## src/rtl/sdram_pkg.sv

```systemverilog
// Shared definitions for the SDRAM host-port arbiter: FSM state encodings,
// byte-select constants and default bus widths.
package sdram_pkg;

  localparam int ADDR_WIDTH_DEF = 32;
  localparam int DATA_WIDTH_DEF = 16;

  localparam logic [1:0] BYTESEL_NONE = 2'b00;
  localparam logic [1:0] BYTESEL_WORD = 2'b11;

  typedef enum logic [1:0] {
    ARB_INIT    = 2'b00,
    ARB_IDLE    = 2'b01,
    ARB_GRANT   = 2'b11,
    ARB_RELEASE = 2'b10
  } arb_state_t;

  // A requester signals a pending transaction by driving any byte lane.
  function automatic logic is_req(input logic [1:0] bytesel);
    return bytesel != BYTESEL_NONE;
  endfunction

endpackage

```

## src/rtl/sdram_rr_pick.sv

```systemverilog
// Combinational two-way selector: round-robin against the last served port,
// or fixed priority to port 0 when 'fixed' is set.
module sdram_rr_pick
  import sdram_pkg::*;
(
  input  logic [1:0] req,
  input  logic       last,
  input  logic       fixed,
  output logic       gnt,
  output logic       valid
);

  always_comb begin
    valid = |req;
    gnt   = 1'b0;
    case (req)
      2'b10:   gnt = 1'b1;
      2'b11:   gnt = fixed ? 1'b0 : ~last;
      default: gnt = 1'b0;
    endcase
  end

endmodule

```

## src/rtl/sdram_arbiter.sv

```systemverilog
// Shares the single sdram_controller host port between two requesters,
// waiting for controller initialisation and routing completions back.
module sdram_arbiter
  import sdram_pkg::*;
#(
  parameter int ADDR_WIDTH = ADDR_WIDTH_DEF,
  parameter int DATA_WIDTH = DATA_WIDTH_DEF,
  parameter int FIXED_PRIO = 0
) (
  input  logic                  clk,
  input  logic                  rst_n,
  input  logic [ADDR_WIDTH-1:0] m0_addr,
  input  logic                  m0_wr_en,
  input  logic [1:0]            m0_bytesel,
  input  logic [DATA_WIDTH-1:0] m0_wdata,
  output logic [DATA_WIDTH-1:0] m0_rdata,
  output logic                  m0_compl,
  input  logic [ADDR_WIDTH-1:0] m1_addr,
  input  logic                  m1_wr_en,
  input  logic [1:0]            m1_bytesel,
  input  logic [DATA_WIDTH-1:0] m1_wdata,
  output logic [DATA_WIDTH-1:0] m1_rdata,
  output logic                  m1_compl,
  output logic [ADDR_WIDTH-1:0] h_addr,
  output logic                  h_wr_en,
  output logic [1:0]            h_bytesel,
  output logic [DATA_WIDTH-1:0] h_wdata,
  input  logic [DATA_WIDTH-1:0] h_rdata,
  input  logic                  h_compl,
  output logic                  init_done
);

  arb_state_t state;
  logic       gnt;
  logic       last;
  logic [1:0] req;
  logic       pick_gnt;
  logic       pick_valid;

  assign req = {is_req(m1_bytesel), is_req(m0_bytesel)};

  sdram_rr_pick u_pick (
    .req   (req),
    .last  (last),
    .fixed (FIXED_PRIO != 0),
    .gnt   (pick_gnt),
    .valid (pick_valid)
  );

  always_ff @(posedge clk or negedge rst_n) begin
    if (!rst_n) begin
      state     <= ARB_INIT;
      gnt       <= 1'b0;
      last      <= 1'b1;
      init_done <= 1'b0;
    end else begin
      case (state)
        ARB_INIT: begin
          if (h_compl) begin
            state     <= ARB_IDLE;
            init_done <= 1'b1;
          end
        end
        ARB_IDLE: begin
          if (pick_valid) begin
            gnt   <= pick_gnt;
            state <= ARB_GRANT;
          end
        end
        ARB_GRANT: begin
          if (h_compl) begin
            last  <= gnt;
            state <= ARB_RELEASE;
          end
        end
        ARB_RELEASE: state <= ARB_IDLE;
        default:     state <= ARB_INIT;
      endcase
    end
  end

  // Byte lanes drop in the completion cycle so the controller never sees a
  // second command start before the release cycle.
  always_comb begin
    h_addr    = '0;
    h_wr_en   = 1'b0;
    h_wdata   = '0;
    h_bytesel = BYTESEL_NONE;
    m0_compl  = 1'b0;
    m1_compl  = 1'b0;
    if (state == ARB_GRANT) begin
      if (gnt) begin
        h_addr    = m1_addr;
        h_wr_en   = m1_wr_en;
        h_wdata   = m1_wdata;
        h_bytesel = h_compl ? BYTESEL_NONE : m1_bytesel;
        m1_compl  = h_compl;
      end else begin
        h_addr    = m0_addr;
        h_wr_en   = m0_wr_en;
        h_wdata   = m0_wdata;
        h_bytesel = h_compl ? BYTESEL_NONE : m0_bytesel;
        m0_compl  = h_compl;
      end
    end
  end

  assign m0_rdata = h_rdata;
  assign m1_rdata = h_rdata;

endmodule

```

## config.mk

```make
export PLATFORM = sky130hd
export DESIGN_NAME = sdram_arbiter
export DESIGN_NICKNAME = d
export VERILOG_FILES = /design/src/rtl/sdram_pkg.sv /design/src/rtl/sdram_rr_pick.sv /design/src/rtl/sdram_arbiter.sv
export SDC_FILE = /design/constraint.sdc
export NUM_CORES = 1
export LEC_CHECK = 0
export CORE_AREA = 2 2 81 83
export DETAILED_ROUTE_END_ITERATION = 10
export DIE_AREA = 0 0 83 85
export MAX_ROUTING_LAYER = met4
export PLACE_DENSITY = 0.82
export SLEW_MARGIN = 10
export SYNTH_ARGS = -nofsm -noshare
export SYNTH_HDL_FRONTEND = slang
export SYNTH_SLANG_ARGS = --single-unit
```

## constraint.sdc

```tcl
create_clock -name clk -period 1.2 [get_ports clk]
set_input_delay 0.12 -clock clk [delete_from_list [all_inputs] [get_ports clk]]
set_output_delay 0.12 -clock clk [all_outputs]
set_load 0.02 [all_outputs]
```

==> results of run 1 <==
[cell families (layout without fill, tap and decap cells)]
kind of cell / count (synthesis) / in the layout / synth area share [%]
AOI/OAI and AO/OA: 7 / 7 / 3.94
muxes: 51 / 51 / 39.2
DFF: 5 / 5 / 9.71
buffers and inverters: 43 / 186 / 27.5
and+or+nand+nor: 60 / 60 / 19.6
[critical path, delay by kind of cell (launching register included)]
kind                   cells  cell delay (ps)
and+or+nand+nor            1              100
muxes                      1              100
DFF                        1              430
buffers and inverters      4              550
[cell usage after synthesis (all sizes together)]
| cell type | number | area (sq um) |
|---|---|---|
| mux2i | 51 | 510 |
| and2b | 1 | 7.51 |
| nor3 | 3 | 20.0 |
| or2 | 1 | 6.26 |
| dfstp | 1 | 26.3 |
| nand2 | 2 | 10.0 |
| o21ai | 2 | 10.0 |
| buf | 43 | 358 |
| and2 | 1 | 8.76 |
| dfrtp | 4 | 100 |
| a32o | 1 | 10.0 |
| a21oi | 1 | 5.00 |
| nor2 | 51 | 191 |
| o41a | 1 | 11.3 |
| and3 | 1 | 11.3 |
| a21o | 2 | 15.0 |
[path summary, 6_finish.rpt]
check | from | to | slack, ps | cells after the start
worst max-delay path | gnt | h_addr[23] | -330 | 6
worst min-delay path | rst_n | state[0] | 130 | 1
worst max register to register | state[1] | gnt | -20 | 5
worst min register to register | init_done | init_done | 470 | 1
max in group asynchronous | rst_n | last | 820 | 1
min in group clk | h_rdata[10] | m0_rdata[10] | 240 | 0
[routing by layer]
metal	up-vias	track usage, %	wire [microns]
met5	-	-	0
met4	0	4.02	39
met3	11	2.43	363
met2	67	25.7	2840
met1	738	15.2	2020
li1	810	-	-
[area by class of cell]
| type | count | area [sq um] |
|---|---|---|
| clock buffers | 4 | 45.0 |
| fillers | 621 | 3350 |
| multi-input cells | 118 | 861 |
| flip-flops and latches | 5 | 128 |
| well taps | 77 | 96.3 |
| repair buffers | 182 | 1720 |
[state kept, by name, indices dropped and copies added (netlist names)]
signal,flops
state,2
gnt,1
init_done,1
last,1
[stage by stage]
step | setup TNS (ps) | instance area, sq um | total power [W] | instances | hold WS [ps]
floorplan | 0 | 1300 | 0.00319 | 166 | -176
global placement | -19440 | 2760 | 0.00474 | 369 | 240
detailed placement | -20350 | 2760 | 0.00479 | 369 | 240
CTS | -11920 | 2730 | 0.00514 | 381 | 131
global route | -14890 | 2850 | 0.00585 | 386 | 144
finish | -11390 | 2850 | 0.00550 | 386 | 128
[report_power, final]
part           internal, W  switching (W)  leakage, nW
Clock             0.000228      0.0000800       0.0228
Sequential        0.000252      0.0000658       0.0522
Combinational      0.00253        0.00235         1.27
Total              0.00301        0.00249         1.34
[repair_timing]
| item | CTS | global route |
|---|---|---|
| endpoints found under the setup margin | 55 | 54 |
| setup buffers | 7 | 4 |
| pin swaps | 1 | 7 |
| resized for setup | 249 | 24 |
| hold buffers | 0 | 0 |
| gates cloned | 1 | 3 |
==> flow_summary_export.csv, run 1 <==
group,metric,value,unit
worst_setup_path,crit_path_max_fanout,6,
drt,dr.pass1.iters,4,
floorplan,die_height,85,microns
synth,syn-num-nets,287,
placed_design,gp_congestion,0.760,
drt,vias,1626,
grt,gr-total-overflow,0,
synth,yosysWarnings,0,
worst_setup_path,required,1080,ps
clock_network,clock_sinks,5,
clock_network,h-tree-depth,1,
cells_and_area,final_common_cell,"clkdlybuf4s50_1",
sta,min_period_over_period,128,%
grt,grt_use_total,13.9,%
floorplan,die_x,83,microns
worst_setup_path,cp_slowest_cell,"dfrtp_2",
floorplan,design.core.area,0.00620,sq mm
synth,synth_cells,166,
clock_network,tritoncts,"yes",
clock_network,cts_made_buffers,3,
drt,vias_per_cell,4.21,
sta,max_freq,0.652,GHz
worst_setup_path,crit_path_start_kind,"flip-flop",
sta,fin_skew,0.534,ps
sta,max_slew.worst_pin.slew,253,ps
drt,wire_per_inst,13.6,microns
worst_setup_path,path_class,"flip-flop to output port",
sta,finalCriticalPeriod,1530,ps
floorplan,row_count,29,
synth,synth_seq_cells,5,
power_and_ir_drop,power.density,1930,mW/mm^2
placed_design,place_hpwl,3950,microns
clock_network,path_clk_slew,30,ps
cells_and_area,area_growth,119,%
grt,grt_pass1_vias,1602,
cells_and_area,drive_gt1_share,29.8,%
drt,first_iter_violations,34,
floorplan,io_pins,207,
cells_and_area,utilization,46.0,%
sta,rsz0062_at_grt,"true",
flow_run,drv_cap,0,
synth,synth_area,0.00130,sq mm
sta,slew_viol_final,0,
worst_setup_path,cp.arrival,1410,ps
worst_setup_path,end_kind,"output port",
run_status,status,"finished with violations",
floorplan,dieArea,0.00706,sq mm
min_path,hold_path_class,"primary input to async pin",
power_and_ir_drop,peakVddDrop,0.00122,V
floorplan,initial_core_util,21.0,%
cells_and_area,final_cell_mix,"clkdlybuf4s50_1 (104), nor2_1 (50), mux2i_1 (46)",
run_status,violations,"setup timing",
power_and_ir_drop,leakage,1.34,nW
synth,syn_avg_cell_area,7.84,sq um
drt,postRouteAntennaNets,0,
clock_network,clk_latency,220,ps
synth,synth.distinct_cells,21,
grt,grt_antenna_before_repair,0,
worst_setup_path,cp_cell_sequence,"buf_6, buf_16, buf_6, mux2i_1, nor2_1, buf_4",
sta,setup_viol,55,
worst_setup_path,cpPeakStageDelay,430,ps
synth,yosysSeqAreaShare,9.71,%
grt,grt_max_degree,29,
placed_design,portBuffers,158,
sta,finalHoldViolCount,0,
grt,grt_pass1_wl,7980,microns
sta,slew_headroom,83.1,%
clock_network,clock_path_buffers,2,
worst_setup_path,crit_top_cell,"buf_6",
placed_design,place_ws,-485,ps
drt,drc,0,
cells_and_area,num_antenna_cells,0,
cells_and_area,num-nets-final,431,
sta,setup_slack,-334,ps
clock_network,root_buffer,"clkbuf_8",
drt,totalWireLength,5260,microns
Power figures use the tool's default switching activity.
==> run 2, diff against run 1 <==
--- a/config.mk
+++ b/config.mk
@@ -5,11 +5,12 @@
 export SDC_FILE = /design/constraint.sdc
 export NUM_CORES = 1
 export LEC_CHECK = 0
-export CORE_AREA = 2 2 81 83
+export CORE_AREA = 2 2 79 81
 export DETAILED_ROUTE_END_ITERATION = 10
-export DIE_AREA = 0 0 83 85
+export DIE_AREA = 0 0 81 83
+export DONT_BUFFER_PORTS = 1
 export MAX_ROUTING_LAYER = met4
-export PLACE_DENSITY = 0.82
+export PLACE_DENSITY = 0.4
 export SLEW_MARGIN = 10
 export SYNTH_ARGS = -nofsm -noshare
 export SYNTH_HDL_FRONTEND = slang
==> run 2 against run 1 <==
Compared with the run above: the run still ends with setup timing left; critical path depth shrank 1; combinational power fell by 16%; register-to-register slack hardly changed; routed wire length shrank 31%; sequential cell count unchanged; total power decreased by 14%; die area fell by 4.7%; setup slack better by 74 ps; via count is 29% lower; critical endpoint is now h_wdata[3].
==> flow_summary_export.csv, run 2 (same netlist as run 1, synthesis figures left out) <==
group,metric,value,unit
drt,drc,0,
worst_setup_path,cp_cell_sequence,"buf_12, buf_16, mux2i_1, nor2_1, buf_4",
cells_and_area,utilization,29.3,%
sta,min_period_over_period,122,%
sta,timing.setup.tns,-11200,ps
min_path,hold_path_class,"primary input to flip-flop",
cells_and_area,regMostFlops,"state",
drt,first_iter_violations,34,
placed_design,place_hpwl,2750,microns
cells_and_area,area_growth,30.9,%
power_and_ir_drop,leakage,0.877,nW
worst_setup_path,worstRegToRegCells,5,
cells_and_area,num_antenna_cells,0,
drt,wl_met3,433,microns
sta,slew_viol_final,0,
worst_setup_path,crit_path_start_kind,"flip-flop",
cells_and_area,fill_cells,643,
floorplan,io_pins,207,
min_path,hold_start,"h_compl",
grt,gr-total-overflow,0,
sta,max_freq,0.685,GHz
placed_design,portBuffers,0,
grt,grt_use_total,9.64,%
clock_network,cts_made_buffers,3,
clock_network,path_clk_slew,30,ps
worst_setup_path,cp.arrival,1340,ps
clock_network,h-tree-depth,1,
run_status,status,"finished with violations",
sta,max_slew.worst_pin.slew,263,ps
flow_run,drv_cap,0,
placed_design,place_ws,-58.9,ps
grt,grt_pass1_vias,1036,
drt,postRouteAntennaNets,0,
cells_and_area,largest_reg_flops,2,
drt,vias_per_cell,4.28,
power_and_ir_drop,peakVddDrop,0.00100,V
worst_setup_path,cpPeakStageDelay,460,ps
worst_setup_path,required,1080,ps
drt,wl_met2,1890,microns
floorplan,dieArea,0.00672,sq mm
floorplan,die_height,83,microns
drt,dr.pass1.iters,4,
worst_setup_path,reg2reg_slack,-20,ps
grt,grt_antenna_before_repair,0,
worst_setup_path,worst-path-buf-inv,3,
cells_and_area,final_common_cell,"buf_4",
cells_and_area,final_cell_mix,"buf_4 (57), nor2_1 (51), mux2i_1 (49)",
worst_setup_path,cp_slowest_cell,"dfrtp_2",
clock_network,clock_path_buffers,2,
sta,setup_slack,-260,ps
drt,vias,1152,
clock_network,root_buffer,"clkbuf_8",
sta,fin_skew,0.275,ps
floorplan,initial_core_util,22.4,%
power_and_ir_drop,p_total,0.00474,W
cells_and_area,num-nets-final,316,
worst_setup_path,path_class,"flip-flop to output port",
worst_setup_path,crit_path_max_fanout,8,
worst_setup_path,critPathTopFamily,"flip-flops",
drt,totalWireLength,3630,microns
worst_setup_path,reg2reg_to,"gnt",
drt,wire_per_inst,13.5,microns
power_and_ir_drop,power.density,2790,mW/mm^2
floorplan,design.core.area,0.00582,sq mm
sta,slew_headroom,82.4,%
drt,met1_length,1280,microns
sta,finalCriticalPeriod,1460,ps
floorplan,row_count,28,
min_path,hold_end,"init_done",
grt,grt_max_degree,32,
worst_setup_path,r2r-start,"state[1]",
clock_network,clock_sinks,5,
floorplan,die_x,81,microns
min_path,min_path_cells,1,
grt,grt_pass1_wl,4970,microns
cells_and_area,drive_gt1_share,40.2,%
drt,highest_layer,"met4",
sta,setup_viol,54,
clock_network,clk_latency,220,ps
sta,rsz0062_at_grt,"true",
worst_setup_path,end_kind,"output port",
clock_network,tritoncts,"yes",
run_status,violations,"setup timing",
placed_design,gp_congestion,0.689,
sta,finalHoldViolCount,0,
run 2: cell type report:
type | instances | area [sq um] | area share (%)
well taps | 75 | 93.8 | 5.51
flip-flops and latches | 5 | 128 | 7.49
multi-input cells | 118 | 831 | 48.8
clock buffers | 4 | 45.0 | 2.65
repair buffers | 67 | 606 | 35.6
run 2: layer usage:
metal,global-route usage [%],vias to the layer above
li1,-,586
met1,9.08,486
met2,18.0,76
met3,2.39,4
met4,4.16,0
met5,-,-
run 2: report_power, final:
| group | switching, W | internal (W) |
|---|---|---|
| Sequential | 0.000101 | 0.000252 |
| Combinational | 0.00208 | 0.00200 |
| Clock | 0.0000819 | 0.000228 |
run 2: worst reg2reg max path, cell delays in order, from the launching register on:
cell	delay, ps
dfrtp_1	400
buf_6	130
buf_6	110
and2b_1	210
o21ai_2	50
a32o_1	200
run 2: how the worst max path moves through the flow:
stage,slack (ps),startpoint,cells after the start,to
floorplan,3,gnt,3,h_bytesel[1]
global placement,-50,gnt,4,h_addr[5]
detailed placement,-60,gnt,4,h_addr[5]
CTS,-270,gnt,5,h_wdata[3]
global route,-360,gnt,5,h_wdata[15]
finish,-260,gnt,5,h_wdata[3]
run 2: timing repair:
action | in CTS | in global routing
pin swaps | 5 | 5
hold buffers | 2 | 0
cloned | 2 | 0
hold endpoints to repair | 6 | 0
setup endpoints to repair | 53 | 55
setup buffers | 4 | 2
resized for setup | 5 | 4
run 2: stage by stage:
stage / area, sq um / cells / hold slack [ps]
2_1_floorplan: 1300 / 166 / -176
3_3_place_gp: 1500 / 255 / -175
3_5_place_dp: 1500 / 255 / -175
4_1_cts: 1670 / 267 / 10.7
5_1_grt: 1700 / 269 / 3.72
6_report: 1700 / 269 / 19.3
